**config.mk**
```make
export PLATFORM = sky130hd
export DESIGN_NAME = layer_event_bridge
export DESIGN_NICKNAME = d
export VERILOG_FILES = /design/src/rtl/layer_event_bridge.sv
export SDC_FILE = /design/constraint.sdc
export NUM_CORES = 1
export LEC_CHECK = 0
export BUFFER_PORTS_ARGS = -buffer_cell sky130_fd_sc_hd__buf_2
export CORE_AREA = 2 2 132 134
export CTS_CLUSTER_SIZE = 30
export DETAILED_ROUTE_END_ITERATION = 7
export DIE_AREA = 0 0 134 136
export GPL_TIMING_DRIVEN = 0
export PLACE_DENSITY = 0.95
export SYNTH_ARGS = -nofsm -noshare
export SYNTH_HDL_FRONTEND = slang
export SYNTH_SLANG_ARGS = --single-unit
```
**constraint.sdc**
```tcl
create_clock -name clk -period 7 [get_ports clk]
set_input_delay 1.4 -clock clk [delete_from_list [all_inputs] [get_ports clk]]
set_output_delay 1.4 -clock clk [all_outputs]
set_load 0.03 [all_outputs]
```
**src/rtl/layer_event_bridge.sv**
```systemverilog
// Event bridge between a conv/pool layer output port and the next layer's input stream.
// Filters empty events and duplicate timestep markers, buffers words, widens coordinates, counts transfers.
module layer_event_bridge #(
   parameter int IN_COORD_BITS  = 4,
   parameter int OUT_COORD_BITS = 5,
   parameter int CHANNELS       = 4,
   parameter int FIFO_DEPTH     = 16,
   parameter int CNT_WIDTH      = 16,
   localparam int W_IN  = 2*IN_COORD_BITS + CHANNELS + 1,
   localparam int W_OUT = 2*OUT_COORD_BITS + CHANNELS + 1
) (
   input  logic                 clk,
   input  logic                 rst_n,
   input  logic                 enable,
   input  logic                 in_write_enable,
   input  logic [W_IN-1:0]      in_data,
   output logic                 in_full_next,
   output logic                 out_valid,
   input  logic                 out_ready,
   output logic [W_OUT-1:0]     out_data,
   output logic                 overflow,
   output logic [CNT_WIDTH-1:0] event_count,
   output logic [CNT_WIDTH-1:0] timestep_count
);

   localparam int PW = $clog2(FIFO_DEPTH);
   localparam int CW = PW + 1;
   localparam logic [CW-1:0] DEPTH_C = CW'(FIFO_DEPTH);
   localparam logic [CW-1:0] THR_C   = CW'(FIFO_DEPTH - 1);

   if (OUT_COORD_BITS < IN_COORD_BITS) begin : g_bad_coord
      $error("OUT_COORD_BITS must be >= IN_COORD_BITS");
   end
   if (FIFO_DEPTH < 4 || (FIFO_DEPTH & (FIFO_DEPTH - 1)) != 0) begin : g_bad_depth
      $error("FIFO_DEPTH must be a power of two and >= 4");
   end

   typedef enum logic {EMPTY, FULL} state_t;

   state_t              state, state_nx;
   logic [W_IN-1:0]     mem [FIFO_DEPTH];
   logic [PW-1:0]       wr_ptr, rd_ptr;
   logic [CW-1:0]       count;
   logic                last_was_marker;
   logic                in_ts;
   logic [CHANNELS-1:0] in_spk;
   logic                storable, push, drop, pop, xfer;

   function automatic logic [W_OUT-1:0] repack(input logic [W_IN-1:0] w);
      logic [IN_COORD_BITS-1:0] x, y;
      x = w[CHANNELS+IN_COORD_BITS +: IN_COORD_BITS];
      y = w[CHANNELS +: IN_COORD_BITS];
      return {w[W_IN-1], OUT_COORD_BITS'(x), OUT_COORD_BITS'(y), w[CHANNELS-1:0]};
   endfunction

   assign in_ts        = in_data[W_IN-1];
   assign in_spk       = in_data[CHANNELS-1:0];
   assign storable     = in_write_enable && (in_ts || in_spk != '0) && !(in_ts && last_was_marker);
   // A full FIFO drops the write even if the output stage pops in the same cycle.
   assign push         = storable && (count != DEPTH_C);
   assign drop         = storable && (count == DEPTH_C);
   assign in_full_next = (count >= THR_C);
   assign out_valid    = (state == FULL);
   assign xfer         = out_valid && out_ready;

   always_comb begin
      state_nx = state;
      pop      = 1'b0;
      case (state)
         EMPTY: begin
            if (enable && count != '0) begin
               pop      = 1'b1;
               state_nx = FULL;
            end
         end
         FULL: begin
            if (out_ready) begin
               if (enable && count != '0) pop = 1'b1;
               else                       state_nx = EMPTY;
            end
         end
         default: state_nx = EMPTY;
      endcase
   end

   always_ff @(posedge clk) begin
      if (push) mem[wr_ptr] <= in_data;
   end

   always_ff @(posedge clk or negedge rst_n) begin
      if (!rst_n) begin
         state           <= EMPTY;
         wr_ptr          <= '0;
         rd_ptr          <= '0;
         count           <= '0;
         last_was_marker <= 1'b0;
         overflow        <= 1'b0;
         out_data        <= '0;
         event_count     <= '0;
         timestep_count  <= '0;
      end else begin
         state <= state_nx;
         if (storable) last_was_marker <= in_ts;
         if (drop)     overflow        <= 1'b1;
         if (push)     wr_ptr          <= wr_ptr + PW'(1);
         if (pop) begin
            rd_ptr   <= rd_ptr + PW'(1);
            out_data <= repack(mem[rd_ptr]);
         end
         case ({push, pop})
            2'b10:   count <= count + CW'(1);
            2'b01:   count <= count - CW'(1);
            default: count <= count;
         endcase
         if (xfer) begin
            if (out_data[W_OUT-1]) timestep_count <= timestep_count + CNT_WIDTH'(1);
            else                   event_count    <= event_count + CNT_WIDTH'(1);
         end
      end
   end

endmodule

```
==> run metrics <==
number of buffers added to fix hold violations after cts 0; area of the die 18200 µm²; IO Count 68; maximum number of pins on one net before global-route repair 62; synthesized cell area 10800 µm²; multiplexer fraction of the synthesized cell area 0.133; maximum clock insertion buffer count 3; post-route clock period utilization 0.581; number of DRC markers after the initial detailed-route iteration 609; effective utilization at floorplan 0.638; Pins Over Slew Limit 0; most common cell after layout, fill and taps aside sky130_fd_sc_hd__edfxtp_1; CTS root buffer sky130_fd_sc_hd__clkbuf_16; count of cells resized by post-cts repair 0; status completed; post-detailed-route DRC marker count 0; first-pass GRT wire length 37000 µm; hold violation total from the final report 0; crit path setup slack, layout about 3 ns; slew margin rel. 0.0802; post-synthesis average cell area between 15 and 20 µm²; maximum frequency from static timing analysis 246 MHz; number of warning messages in the yosys log 0; standby leakage power 4.53 nW; Max VDD drop roughly 0.38 mV; MaxCap Viol Count 0; number of antenna violations at the first check in global routing 0; part of the power in registers 0.413; simple-gate area share of the yosys netlist 0.0431; final-layout fill cell count 921; highest-count cells in the layout ignoring fill and taps 208 x sky130_fd_sc_hd__edfxtp_1, 67 x sky130_fd_sc_hd__buf_2, 61 x sky130_fd_sc_hd__dfrtp_1; net load switching power 1.61 mW; delay contributed by the slowest stage of the critical path 0.62 ns; fin util 0.734; CP Cell Sequence buf_2 > or4_1 > o211ai_1 > a21oi_2 > inv_1 > ha_1 > inv_1 > fa_1 > nor2b_1 > o21ai_0 > nand3_1 > or3b_2 > xnor2_1; number of clock buffers inserted by TritonCTS 27; data required time of the critical path between 7 and 8 ns; H-tree Lvls 1; post-synthesis compound-gate area fraction 0.0359; Overall Global Routing Usage 0.282; total of endpoints with negative setup slack in the final report 0; overflow left after global routing 0; aggregate negative setup slack 0 ns; switching power share of the total 0.321; number of routed nets with antenna violations 0; path class of the lowest-slack min-delay path reg -> reg; clk_lat worst skew 0.56 ns; total number of clock tree sinks 269; row cnt 48; Nets around 700; area growth from synthesis to layout 15.0%; type of destination of the critical path flip-flop; endpoint arrival time on the critical path 4.49 ns; Cell Count, Final, Fillers Out around 920; routed wire length per instance 26.7 µm; critical path's most frequent cell sky130_fd_sc_hd__inv_1; slowest CP cell sky130_fd_sc_hd__or4_1; largest driver fanout on the critical path 17; power density over cell area 406 nW/µm²; core region area 16900 µm²; number of cells in the design after placement 869; placement-stage cell area 11400 µm²; Synth Register Bits 269; dominant combinational cell family by area after synthesis multiplexers; Die W 134 µm; number of post-CTS setup repair buffers 0; combinational fraction of design power 0.297; number of port buffers 65; overall die height 136 µm; actual transition at the worst max-transition pin 1.37 ns; shortest clock period the worst path allows after layout 4.07 ns; clock power share 0.290; final clock skew slightly below 0.03 ns; detailed-placement wirelength estimate 14800 µm; CP Launch Type input port; Post-Synth XOR/XNOR Area 0.0325; number of detailed-routing iterations run before antenna repair 5; synthesized-area fraction occupied by adder cells 0.0146; vias in the first global route 6188; register area share after synthesis 0.722; gpl congestion 0.846; via density per instance 6.44; drt total wl 24600 µm; placement-stage worst setup slack 2.43 ns; unrepaired setup endpoints after global routing no; final design instance area without fill about 12000 µm²; ratio of cells with drive above 1 in the final layout 0.276; clock input transition at the sequential cells of the worst setup and hold paths 0.06 ns; clock tree from TritonCTS yes; gate count after technology mapping 574; Cell variety after synth 44; Antenna diodes 0; path type of the worst setup path in -> reg; design internal power 3.42 mW; routed via count about 6k
## state kept, by name, indices dropped and copies added (netlist names)
name             flops
wr_ptr               4
count                5
overflow             1
event_count         16
rd_ptr               4
out_valid            1
timestep_count      16
mem                208
last_was_marker      1
out_data            13
## cell usage after synthesis
cell,count,area (µm²)
sky130_fd_sc_hd__nor4_4,1,21.3
sky130_fd_sc_hd__dfrtp_1,61,1530
sky130_fd_sc_hd__xnor2_1,26,228
sky130_fd_sc_hd__or3b_2,1,8.76
sky130_fd_sc_hd__o22ai_1,19,119
sky130_fd_sc_hd__nand2b_1,3,18.8
sky130_fd_sc_hd__and4b_1,1,10.0
sky130_fd_sc_hd__inv_1,10,37.5
sky130_fd_sc_hd__o21bai_1,1,7.51
sky130_fd_sc_hd__clkbuf_1,10,37.5
sky130_fd_sc_hd__buf_8,1,15.0
sky130_fd_sc_hd__o211ai_1,1,7.51
sky130_fd_sc_hd__ha_1,11,138
sky130_fd_sc_hd__buf_12,2,40.0
sky130_fd_sc_hd__o21ai_0,5,25.0
sky130_fd_sc_hd__buf_1,3,11.3
sky130_fd_sc_hd__nor3_1,8,40.0
sky130_fd_sc_hd__or2_2,1,6.26
sky130_fd_sc_hd__nand2_1,33,124
sky130_fd_sc_hd__edfxtp_1,208,6250
sky130_fd_sc_hd__mux4_2,31,698
sky130_fd_sc_hd__mux2_2,16,180
sky130_fd_sc_hd__a221oi_4,1,26.3
sky130_fd_sc_hd__and2b_1,1,7.51
sky130_fd_sc_hd__buf_6,1,11.3
sky130_fd_sc_hd__conb_1,1,3.75
sky130_fd_sc_hd__a21oi_1,16,80.1
sky130_fd_sc_hd__xor2_1,14,123
sky130_fd_sc_hd__and2_1,1,6.26
sky130_fd_sc_hd__a21oi_2,1,8.76
sky130_fd_sc_hd__nand2_2,1,6.26
sky130_fd_sc_hd__or4_1,1,7.51
sky130_fd_sc_hd__nor2b_1,1,6.26
sky130_fd_sc_hd__fa_1,1,20.0
sky130_fd_sc_hd__a41o_1,1,10.0
sky130_fd_sc_hd__mux4_1,21,552
sky130_fd_sc_hd__buf_2,3,15.0
sky130_fd_sc_hd__o22ai_2,7,87.6
sky130_fd_sc_hd__a21o_1,2,15.0
sky130_fd_sc_hd__nand4_1,6,37.5
sky130_fd_sc_hd__buf_4,5,37.5
sky130_fd_sc_hd__and3_1,6,37.5
sky130_fd_sc_hd__nand3_1,11,55.1
sky130_fd_sc_hd__nor2_1,19,71.3
## logic make-up after synthesis
family / count (synthesis)
compound gates: 54
simple gates: 95
flops: 269
fa+ha+maj: 12
mux: 68
xor+xnor: 40
buf+inv: 35
other cells: 1
## area by class of cell
cell class,count,area [µm²],share of cell area
Buffer,25,168,0.0135
Clock buffer,34,702,0.0567
Clock inverter,16,196,0.0159
Inverter,10,37.5,0.00303
Multi-Input combinational cell,271,2830,0.229
Sequential cell,269,7770,0.627
Tap cell,225,282,0.0227
Timing Repair Buffer,71,395,0.0319
## power by group through the flow
stage | Clock [mW] | Combinational [mW] | Sequential, mW
6_report | 1.46 | 1.49 | 2.08
4_1_cts | 1.47 | 1.48 | 2.07
3_5_place_dp | 0 | 1.44 | 2.10
5_1_grt | 1.53 | 1.57 | 2.09
2_1_floorplan | 0 | 0.912 | 2.18
3_3_place_gp | 0 | 1.35 | 2.08
## worst max-delay path: cells and delay by family
| family | cells | cell delay [ns] |
|---|---|---|
| compound gates | 3 | 0.61 |
| xor+xnor | 1 | 0.13 |
| fa+ha+maj | 2 | 0.64 |
| buf+inv | 3 | 0.41 |
| simple gates | 4 | 1.29 |
## per-stage QoR
stage / power (mW) / hold WS [ns]
3_3_place_gp: 3.43 / 0.453
5_1_grt: 5.20 / 0.489
3_5_place_dp: 3.54 / 0.456
6_report: 5.03 / 0.463
4_1_cts: 5.03 / 0.468
2_1_floorplan: 3.09 / 0.480
## final timing paths
kind                       slack [ns]       startpoint                 to  cells after the start
min reg2reg                      0.46  event_count[15]    event_count[15]                      1
max reg2reg                      3.61         count[4]           count[4]                     11
max in group asynchronous        5.55            rst_n  timestep_count[8]                      1
max                              2.93       in_data[1]           count[4]                     13
min                              0.46  event_count[15]    event_count[15]                      1
min in group asynchronous        0.93            rst_n       out_data[12]                      1
## routing by layer
layer / part of all wire / wire length, µm / vias up / global-route usage
met2: 0.53 / 13000 / 354 / 0.505
met1: 0.34 / 8400 / 3015 / 0.330
met4: 0.054 / 1320 / 0 / 0.135
met5: 0 / 0 / - / 0
met3: 0.078 / 1920 / 89 / 0.0567
li1: - / - / 2471 / -
(Power assumes the default switching activity.)
